$ cat src/rtl/address_generation_unit.sv
// Program counter and external address mux, with an optional reset-vector fetch.
// Define VECTOR_FETCH_EN to load the PC from VECTOR_ADDR/VECTOR_ADDR+1 after reset.
module address_generation_unit #(
  parameter logic [15:0] RESET_PC    = 16'h0000,
  parameter logic [15:0] VECTOR_ADDR = 16'hFFFC
) (
  input  logic        clk,
  input  logic        res_n,
  input  logic        clk_enable,
  input  logic        pc_enable,
  input  logic        pc_load,
  input  logic [15:0] pc_load_value,
  input  logic [1:0]  address_select,
  input  logic [15:0] memory_address,
  input  logic [7:0]  alu_result,
  input  logic [7:0]  data_in,
  output logic [15:0] address_out,
  output logic [15:0] pc_out,
  output logic        vector_busy
);

  logic [15:0] pc_q, pc_d;
  logic [15:0] run_pc;
  logic [15:0] run_addr;

  // Load beats increment; increment wraps naturally in 16 bits.
  always_comb begin
    if (pc_load)        run_pc = pc_load_value;
    else if (pc_enable) run_pc = pc_q + 16'd1;
    else                run_pc = pc_q;
  end

  always_comb begin
    case (address_select)
      2'd1:    run_addr = memory_address;
      2'd2:    run_addr = {8'h00, alu_result};
      default: run_addr = pc_q;
    endcase
  end

  assign pc_out = pc_q;

`ifdef VECTOR_FETCH_EN
  typedef enum logic [1:0] {
    S_RUN    = 2'd0,
    S_VEC_LO = 2'd1,
    S_VEC_HI = 2'd2
  } state_e;

  state_e     state_q, state_d;
  logic [7:0] vec_lo_q, vec_lo_d;

  // NOTE: every output of this block gets a default first so no latch is inferred.
  always_comb begin
    state_d  = state_q;
    vec_lo_d = vec_lo_q;
    pc_d     = pc_q;
    if (clk_enable) begin
      case (state_q)
        S_VEC_LO: begin
          vec_lo_d = data_in;
          state_d  = S_VEC_HI;
        end
        S_VEC_HI: begin
          pc_d    = {data_in, vec_lo_q};
          state_d = S_RUN;
        end
        S_RUN:   pc_d    = run_pc;
        default: state_d = S_RUN;
      endcase
    end
  end

  always_comb begin
    case (state_q)
      S_VEC_LO: address_out = VECTOR_ADDR;
      S_VEC_HI: address_out = VECTOR_ADDR + 16'd1;
      default:  address_out = run_addr;
    endcase
  end

  assign vector_busy = (state_q == S_VEC_LO) || (state_q == S_VEC_HI);

  // NOTE: sequential state uses non-blocking assignments so all flops update together.
  always_ff @(posedge clk or negedge res_n) begin
    if (!res_n) begin
      state_q  <= S_VEC_LO;
      vec_lo_q <= 8'h00;
      pc_q     <= RESET_PC;
    end else begin
      state_q  <= state_d;
      vec_lo_q <= vec_lo_d;
      pc_q     <= pc_d;
    end
  end
`else
  logic unused_cfg;
  assign unused_cfg = ^{data_in, VECTOR_ADDR};

  assign pc_d        = clk_enable ? run_pc : pc_q;
  assign address_out = run_addr;
  assign vector_busy = 1'b0;

  always_ff @(posedge clk or negedge res_n) begin
    if (!res_n) pc_q <= RESET_PC;
    else        pc_q <= pc_d;
  end
`endif

endmodule

$ cat config.mk
export PLATFORM = sky130hd
export DESIGN_NAME = address_generation_unit
export DESIGN_NICKNAME = d
export VERILOG_FILES = /design/src/rtl/address_generation_unit.sv
export SDC_FILE = /design/constraint.sdc
export NUM_CORES = 1
export LEC_CHECK = 0
export ABC_CLOCK_PERIOD_IN_PS = 3000
export CAP_MARGIN = 20
export CORE_MARGIN = 2
export CORE_UTILIZATION = 38
export CTS_CLUSTER_SIZE = 10
export DETAILED_ROUTE_END_ITERATION = 10
export PLACE_DENSITY = 0.85
export SYNTH_ARGS = -nofsm -noshare
export SYNTH_HDL_FRONTEND = slang
export SYNTH_SLANG_ARGS = --single-unit
$ cat constraint.sdc
create_clock -name clk -period 3 [get_ports clk]
set_input_delay 0.6 -clock clk [delete_from_list [all_inputs] [get_ports clk]]
set_output_delay 0.6 -clock clk [all_outputs]
set_load 0.05 [all_outputs]
==> results of run 1 <==
==> worst max-delay path, stage by stage <==
cell,delay (ps)
clkdlybuf4s50_1,490
inv_1,50
ha_1,310
buf_4,170
nor2b_1,120
buf_4,160
a22o_1,190
buf_12,150
==> worst max-delay path by stage <==
| stage | start | endpoint | slack [ps] | cells past startpoint |
|---|---|---|---|---|
| after global placement | address_select[0] | address_out[11] | 220 | 8 |
| after global routing | address_select[0] | address_out[14] | 90 | 8 |
| after CTS | address_select[0] | address_out[15] | 160 | 8 |
| after detailed placement | address_select[0] | address_out[15] | 160 | 8 |
| after floorplan | address_select[0] | address_out[0] | 90 | 4 |
| final | address_select[0] | address_out[15] | 170 | 8 |
==> stage by stage <==
| stage | util | instances | total power, mW |
|---|---|---|---|
| after detailed placement | 0.685 | 278 | 1.04 |
| after global placement | 0.685 | 278 | 1.03 |
| after global routing | 0.692 | 281 | 1.21 |
| after floorplan | - | 164 | 0.701 |
| final | 0.692 | 281 | 1.16 |
| after CTS | 0.692 | 281 | 1.16 |
==> cells in the mapped netlist (2+ instances only) <==
| cell | instances | area, um^2 |
|---|---|---|
| buf_4 | 4 | 30.0 |
| nor2_1 | 7 | 26.3 |
| a21oi_1 | 14 | 70.1 |
| mux2i_1 | 2 | 20.0 |
| o22a_1 | 2 | 17.5 |
| ha_1 | 3 | 37.5 |
| nand4_1 | 2 | 12.5 |
| nor3_1 | 2 | 10.0 |
| nor3b_1 | 2 | 15.0 |
| clkbuf_1 | 11 | 41.3 |
| or4_1 | 2 | 15.0 |
| nand2_1 | 15 | 56.3 |
| a31oi_1 | 3 | 18.8 |
| o21ai_0 | 23 | 115 |
| nand3_1 | 6 | 30.0 |
| a22o_1 | 8 | 70.1 |
| dfrtp_1 | 16 | 400 |
| nor2b_1 | 3 | 18.8 |
| inv_1 | 3 | 11.3 |
| and3_1 | 4 | 25.0 |
| a22oi_1 | 8 | 60.1 |
| and4_1 | 2 | 17.5 |
| a2bb2oi_1 | 2 | 17.5 |
==> kinds of logic (layout without fill, tap and decap cells) <==
| group | count (synthesis) | in the layout | share of synthesized area |
|---|---|---|---|
| AND/OR/NAND/NOR | 50 | 50 | 0.212 |
| AO/OA/AOI/OAI | 72 | 72 | 0.363 |
| multiplexers | 2 | 2 | 0.0154 |
| other | 1 | 1 | 0.00288 |
| flip-flops | 16 | 16 | 0.308 |
| adder cells (fa/ha/maj) | 3 | 3 | 0.0289 |
| buffers and inverters | 20 | 91 | 0.0703 |
==> power by group through the flow <==
stage               Combinational [mW]  Sequential (mW)  Clock (mW)
finish                           0.715            0.322       0.119
global placement                 0.707            0.321           0
global route                     0.748            0.330       0.130
detailed placement               0.717            0.325           0
floorplan                        0.269            0.432           0
CTS                              0.718            0.320       0.117
==> per-layer routing <==
metal,share of wire,track usage,vias to the layer above
met5,0,0,-
met4,0.0091,0.0667,0
met3,0.083,0.0414,4
met2,0.49,0.382,96
met1,0.42,0.288,731
li1,-,-,770
==> layout make-up <==
cell class	count	area, um^2	share of cell area
Timing Repair Buffer	84	986	0.431
Clock buffer	3	22.5	0.00984
Inverter	4	15.0	0.00656
Sequential cell	16	400	0.175
Multi-Input combinational cell	128	808	0.353
Tap cell	46	57.6	0.0251
==> cell usage in the layout (no fill, tap or decap), types with 2 or more instances in the layout <==
master	Yosys	routed
and4_1	2	2
mux2i_1	2	2
a21oi_1	14	14
buf_12	0	16
ha_1	3	3
nor2_1	7	7
nand3_1	6	6
nand2_1	15	15
dfrtp_1	16	16
a2bb2oi_1	2	2
and3_1	4	4
nor3b_1	2	2
a22o_1	8	8
nor2b_1	3	3
o21ai_0	23	23
clkdlybuf4s50_1	0	62
o22a_1	2	2
nand4_1	2	2
clkbuf_4	0	3
inv_1	3	3
buf_4	4	6
or4_1	2	2
nor3_1	2	2
a31oi_1	3	3
a22oi_1	8	8
==> metrics.txt, run 1 <==
placed cell area=around 2300 um^2; vias post-DR=around 1,600; Req. time, crit path=about 2400 ps; Worst Hold Path Cells=2; initial antenna violation count=0; area grow syn2layout=76.1%; sequential share of the synthesized area=0.308; IO Pins=approximately 90; Hold Path End=pc_out[7]; syn avg cell area=7.93 um^2; Max transition margin=0.487; grt ovf=0; reg-to-reg slack, setup=around 1200 ps; syn nets=between 200 and 250; largest net degree at the start of global routing=21; crit path kind=in2out; DP Wirelength=3380 um; Die Ht=62.5 um; Setup crit start kind=primary input; clk slew on worst S/H paths=~100 ps; fin nets=around 300; CTS Hold Bufs=0; internal power=between 0.6 and 0.7 mW; P_sw=~0.55 mW; kind of end point of the critical path=output pin; worst ir drop on vdd=between 0.0002 and 0.0003 V; Hold Startpoint=pc_out[7]; DIE AREA=3910 um^2; final setup fails=0; Post-CTS Setup Bufs=0; CTS Buf Count=3; CORE AREA=3310 um^2; 1st-iter DRT viols=95; first-pass GRT wire length=roughly 7200 um; Leak Pwr=around 0.9 nW; number of clock sinks=16; Root Driver=clkbuf_4; Gate Count Post-Synth=164; Layout fillers=between 200 and 300; final period utilization=0.944; Clock Skew=roughly 0.94 ps; Cell Area, Synth=about 1300 um^2; WP data arrival=2230 ps; worst-margin pin slew=767 ps; Vias/cell=about 5.7; wire length per cell=around 16 um; vias in the first global route=about 1,500; RR Endpoint=pc_out[11]; f_max=353 MHz; Seq pwr share=0.279; MaxCap Viol Count=0; clk_lat worst skew=290 ps; drt pass-1 iters=4; status=finished clean; Final WS setup=between 150 and 200 ps; Sw Ratio=0.472; Max Slew Vio Count=0; Hold Crit Class=reg2reg; warnings from Yosys=0; layout cell share with drive strength beyond 1=0.111; Design Area, Final=around 2300 um^2; Post-CTS Resized=0; final wirelength=about 4400 um; setup TNS=0 ps; remaining antenna violation count=0; Total GRT Usage=0.224; Initial Util=0.393; ANT cells=0; critical path peak fanout=9; clock network fraction of design power=0.103; worst reg-to-reg path cell count=4; hold_ws=slightly below 600 ps; pre-CTS WS=160 ps; clk buf depth=2; number of flip-flops under the largest register name=16; FF-to-FF Start=pc_out[4]; ys flop type=dfrtp_1; Comb pwr share=0.618; RD Place Congestion=~0.84; Yosys reg bits=16; drt drc=0; CTS H-tree depth=1; fin crit period=~2800 ps; EDFF count, synth=0; RSZ-0062 raised after global routing=false; Die Wd=approximately 62 um; Async SR Flop Fraction=1.00; PD cells=a little over 500 nW/um^2; library cells used by synthesis=between 40 and 50; IO Port Bufs=slightly below 80; Fin. Hold Viols=0; CTS tree=done; # rows=21
No activity file was read; power rests on OpenSTA's default activity.
==> run 2: changes to the inputs <==
ABC_CLOCK_PERIOD_IN_PS = 2650   (was 3000)
CORE_UTILIZATION = 36   (was 38)
MAX_ROUTING_LAYER = met4   (was unset)
PLACE_DENSITY = 0.81   (was 0.85)
clock period = 2.65 ns   (was 3 ns; I/O delays follow)
==> run 2 against run 1 <==
Against the previous run: clock skew grew 5.8 ps; global-route usage is 0.29 points lower; worst hold slack gained 4.1 ps; clock-buffer cell count up 1; clock power up 38%; cell count rose by 2.1%; first-iteration DRC count is 33% lower; critical path depth did not move; sequential cell count unchanged; sequential power increased by 14%; utilization up 0.27 points; die area up 5.2%; largest cell class unchanged.
==> metrics.txt, run 2 (synthesized netlist as in run 1, its figures left out) <==
status=finished clean; Vias/cell=5.62 (-1.3%); pre-CTS WS=32.7 ps (-128 ps); Finished Layout Cells=287 (+2.1%); remaining antenna violation count=0 (unchanged); crit path kind=in2out; MaxCap Viol Count=0 (unchanged); commonest non-fill, non-tap cell in the layout=clkdlybuf4s50_1; most frequent cells in the layout=clkdlybuf4s50_1 (62), o21ai_0 (17), dfrtp_1 (16), buf_12 (16), nand2_1 (15); wire length per cell=15.2 um (-3.2%); Final Total Pwr=1.36 mW (+17%); setup TNS=0 ps (unchanged); final period utilization=0.963; clk buf depth=2 (unchanged); Die Wd=64.1 um (+2.6%); Final WS setup=98.7 ps (-68.6 ps); Die Ht=64.1 um (+2.6%); layout cell share with drive strength beyond 1=0.137 (+0.0263); CORE AREA=3390 um^2 (+2.4%); Placed Cells=283 (+1.8%); drt pass-1 iters=4 (unchanged); clk slew on worst S/H paths=90 ps (about the same); Setup crit start kind=primary input; RD Place Congestion=0.841 (-0.34%); CTS Buf Count=3 (unchanged); CTS tree=done; RSZ-0062 raised after global routing=false; Clock Skew=6.75 ps (+5.81 ps); clk_lat worst skew=290 ps (about the same); Max transition margin=0.508 (+0.0214); drt drc=0 (unchanged); grt ovf=0 (unchanged); CTS H-tree depth=1 (unchanged); Max Slew Vio Count=0 (unchanged); Design Area, Final=2350 um^2 (+2.8%); fin nets=300 (+1.7%); Total GRT Usage=0.221 (-0.00289); Initial Util=0.384 (-0.00913); IO Port Bufs=78 (unchanged); Root Driver=clkbuf_4; area grow syn2layout=81.0%; initial antenna violation count=0 (unchanged); worst ir drop on vdd=0.000334 V (+24%); largest net degree at the start of global routing=20 (-4.8%); PD cells=577 nW/um^2 (+14%); kind of end point of the critical path=output pin; vias in the first global route=1,484 (-0.34%); 1st-iter DRT viols=64 (-33%); worst-margin pin slew=735 ps (-32.0 ps); f_max=a little under 400 MHz; ANT cells=0 (unchanged); # rows=21 (unchanged); DIE AREA=4110 um^2 (+5.2%); DP Wirelength=3400 um (+0.76%); placed cell area=2300 um^2 (+1.7%); IO Pins=88 (unchanged); Hold Crit Class=reg2reg; Leak Pwr=0.930 nW (+3.6%); Req. time, crit path=2120 ps (-280 ps); final wirelength=4360 um (-1.2%); Fin. Hold Viols=0 (unchanged); number of clock sinks=16 (unchanged); number of flip-flops under the largest register name=16 (unchanged); final setup fails=0 (unchanged); critical path peak fanout=8 (-1); fin crit period=2550 ps; vias post-DR=1,614 (+0.81%); Post-CTS Setup Bufs=0 (unchanged); first-pass GRT wire length=7160 um (unchanged); WP data arrival=2020 ps (-210 ps)
run 2: cell type report:
cell class | count | area [um^2]
fill | 282 | 1040
multi-input combinational | 128 | 821
inverter | 4 | 15.0
clock buffer | 4 | 36.3
tap | 46 | 57.6
timing repair buffer | 89 | 1020
sequential | 16 | 400
run 2: power by group:
| part | switching [mW] | internal, mW |
|---|---|---|
| sequential | 0.0813 | 0.285 |
| combinational | 0.459 | 0.370 |
| clock | 0.0798 | 0.0837 |
| total | 0.620 | 0.739 |
run 2: metal layers:
layer  GRT usage  share of wire  routed length (um)
met5           -              0                   0
met4      0.0691          0.017                  74
met3      0.0352          0.087                 378
met2       0.327           0.46                1990
met1       0.311           0.44                1920
run 2: worst paths after layout:
check | start | to | slack, ps | cells past startpoint
max in group asynchronous | res_n | pc_out[14] | 1520 | 1
worst max-delay path | address_select[1] | address_out[6] | 100 | 8
worst min register to register | pc_out[14] | pc_out[14] | 590 | 1
worst max register to register | pc_out[4] | pc_out[11] | 810 | 4
worst min-delay path | pc_out[14] | pc_out[14] | 590 | 1
min in group asynchronous | res_n | pc_out[12] | 670 | 1
run 2: repair_timing:
item,4_1_cts,5_1_grt
resized for setup,0,3
hold buffers,0,0
setup endpoints to repair,0,7
run 2: through the flow:
stage / hold WS [ps] / util
finish: 593 / 0.694
global route: 637 / 0.694
CTS: 599 / 0.691
detailed placement: 574 / 0.680
global placement: 552 / 0.680
floorplan: 234 / -
run 2: worst max-delay path: stages:
cell and delay, ps:
clkdlybuf4s50_1 520, inv_1 60, ha_1 200, buf_4 170
a22oi_1 160, o21ai_0 100, buf_4 150, buf_12 140
==> run 3: changes to the inputs <==
CTS_BUF_LIST = sky130_fd_sc_hd__clkbuf_16   (was unset)
PLACE_DENSITY = unset   (was 0.81)
PLACE_DENSITY_LB_ADDON = 0.25   (was unset)
==> run 3 against run 2 <==
Against the previous run: sequential cell count is the same; global-route usage shrank 0.70 points; worst hold slack lost 8.3 ps; power grew 8.3%; setup slack lost 8.7 ps; register-to-register slack gained 40 ps; clock-buffer cell count shrank 1; via count shrank 0.62%; die area is the same; sequential share of layout area shrank 0.081 points; critical path type unchanged; largest power group unchanged.
==> metrics.txt, run 3 (synthesized netlist as in run 1, its figures left out) <==
status=finished clean; grt ovf=0 (unchanged); pre-CTS WS=14.8 ps (-17.9 ps); # rows=21 (unchanged); number of clock sinks=16 (unchanged); vias in the first global route=1,402 (-5.5%); worst-margin pin slew=744 ps (+8.42 ps); Max Slew Vio Count=0 (unchanged); worst ir drop on vdd=0.000330 V (-1.1%); Vias/cell=5.65 (+0.43%); f_max=391 MHz (-0.34%); setup TNS=0 ps (unchanged); area grow syn2layout=81.9%; Die Ht=64.1 um (unchanged); Initial Util=0.384 (unchanged); Leak Pwr=0.936 nW (+0.62%); RD Place Congestion=0.860 (+2.2%); largest net degree at the start of global routing=20 (unchanged); vias post-DR=1,604 (-0.62%); kind of end point of the critical path=output pin; ANT cells=0 (unchanged); FF-to-FF Start=pc_out[4]; clk buf depth=2 (unchanged); CTS Hold Bufs=0 (unchanged); number of flip-flops under the largest register name=16 (unchanged); final period utilization=0.966 (+0.00328); critical path startpoint=address_select[0]; layout cell share with drive strength beyond 1=0.122 (-0.0151); worst reg-to-reg path cell count=4 (unchanged); most frequent cells in the layout=clkdlybuf4s50_1 (62), dfrtp_1 (16), buf_12 (16), nand2_1 (15), o21ai_0 (15); Req. time, crit path=2120 ps (about the same); DP Wirelength=3350 um (-1.6%); final setup fails=0 (unchanged); Util after Layout=0.698 (+0.00332); critical path peak fanout=8 (unchanged); first-pass GRT wire length=6860 um (-4.2%); Post-CTS Resized=0 (unchanged); fin nets=298 (-0.67%); Hold Crit Class=reg2reg; fin crit period=2560 ps (+8.70 ps); CTS H-tree depth=1 (unchanged); Hold Startpoint=pc_out[0]; CTS tree=done; wire length per cell=15.1 um (-0.80%); PD cells=622 nW/um^2 (+7.8%); commonest non-fill, non-tap cell in the layout=clkdlybuf4s50_1; Setup crit start kind=primary input; Post-CTS Setup Bufs=0 (unchanged); drt pass-1 iters=4 (unchanged); initial antenna violation count=0 (unchanged); CTS Buf Count=3 (unchanged); hold_ws=585 ps (-8.32 ps); DIE AREA=4110 um^2 (unchanged); MaxCap Viol Count=0 (unchanged); clk slew on worst S/H paths=50 ps (-40 ps); CP endpoint=address_out[8]; Final Total Pwr=1.47 mW (+8.3%); IO Port Bufs=78 (unchanged); RR Endpoint=pc_out[15]; drt drc=0 (unchanged); final wirelength=4280 um (-1.8%); Die Wd=64.1 um (unchanged); placed cell area=2290 um^2 (-0.65%); Placed Cells=281 (-0.71%); WP data arrival=2030 ps (about the same); Fin. Hold Viols=0 (unchanged); Clock Skew=3.44 ps (-3.31 ps); CORE AREA=3390 um^2 (unchanged); reg-to-reg slack, setup=850 ps (+40 ps); Design Area, Final=2360 um^2 (+0.48%); Finished Layout Cells=284 (-1.0%); remaining antenna violation count=0 (unchanged); 1st-iter DRT viols=99 (+55%); IO Pins=88 (unchanged); crit path kind=in2out; clk_lat worst skew=250 ps (-40 ps); Final WS setup=90.0 ps (-8.70 ps); Root Driver=clkbuf_16; RSZ-0062 raised after global routing=false; Max transition margin=0.503 (-0.00563); Total GRT Usage=0.214 (-0.00700)
run 3: changes by cell type in the layout (fill, tap and decap cells not counted):
cell / previous run / this run
o21ai_0: 17 / 15
buf_4: 11 / 9
ha_1: 2 / 3
ha_4: 1 / 0
clkbuf_8: 1 / 0
clkbuf_16: 0 / 3
o21ai_1: 6 / 8
clkbuf_4: 3 / 0
run 3: worst min-delay path by stage:
stage | endpoint | cells after the start
floorplan | pc_out[0] | 0
global placement | pc_out[1] | 2
detailed placement | pc_out[0] | 1
CTS | pc_out[0] | 1
global route | pc_out[0] | 1
finish | pc_out[0] | 1
run 3: area by class of cell:
type / instances / area, um^2
multi-input cells: 128 / 808
inverters: 4 / 15.0
repair buffers: 87 / 1010
well taps: 46 / 57.6
flip-flops and latches: 16 / 400
fillers: 257 / 1020
clock buffers: 3 / 75.1
run 3: critical path, stage by stage:
cell	delay, ps
clkdlybuf4s50_1	490
inv_1	50
ha_1	330
nor2b_1	130
buf_4	160
a22o_1	190
buf_12	150
run 3: power breakdown:
part           leakage, nW  total, mW  switching (mW)  internal (mW)
logic                0.710      0.817           0.456          0.361
registers            0.189      0.365          0.0785          0.286
clock network       0.0370      0.290          0.0918          0.198
run 3: metal layers:
| metal | vias to the layer above | part of all wire | global-route usage | wire (um) |
|---|---|---|---|---|
| li1 | 783 | - | - | - |
| met1 | 731 | 0.45 | 0.301 | 1920 |
| met2 | 84 | 0.43 | 0.310 | 1820 |
| met3 | 6 | 0.11 | 0.0475 | 481 |
| met4 | 0 | 0.014 | 0.0612 | 61 |
| met5 | - | 0 | - | 0 |
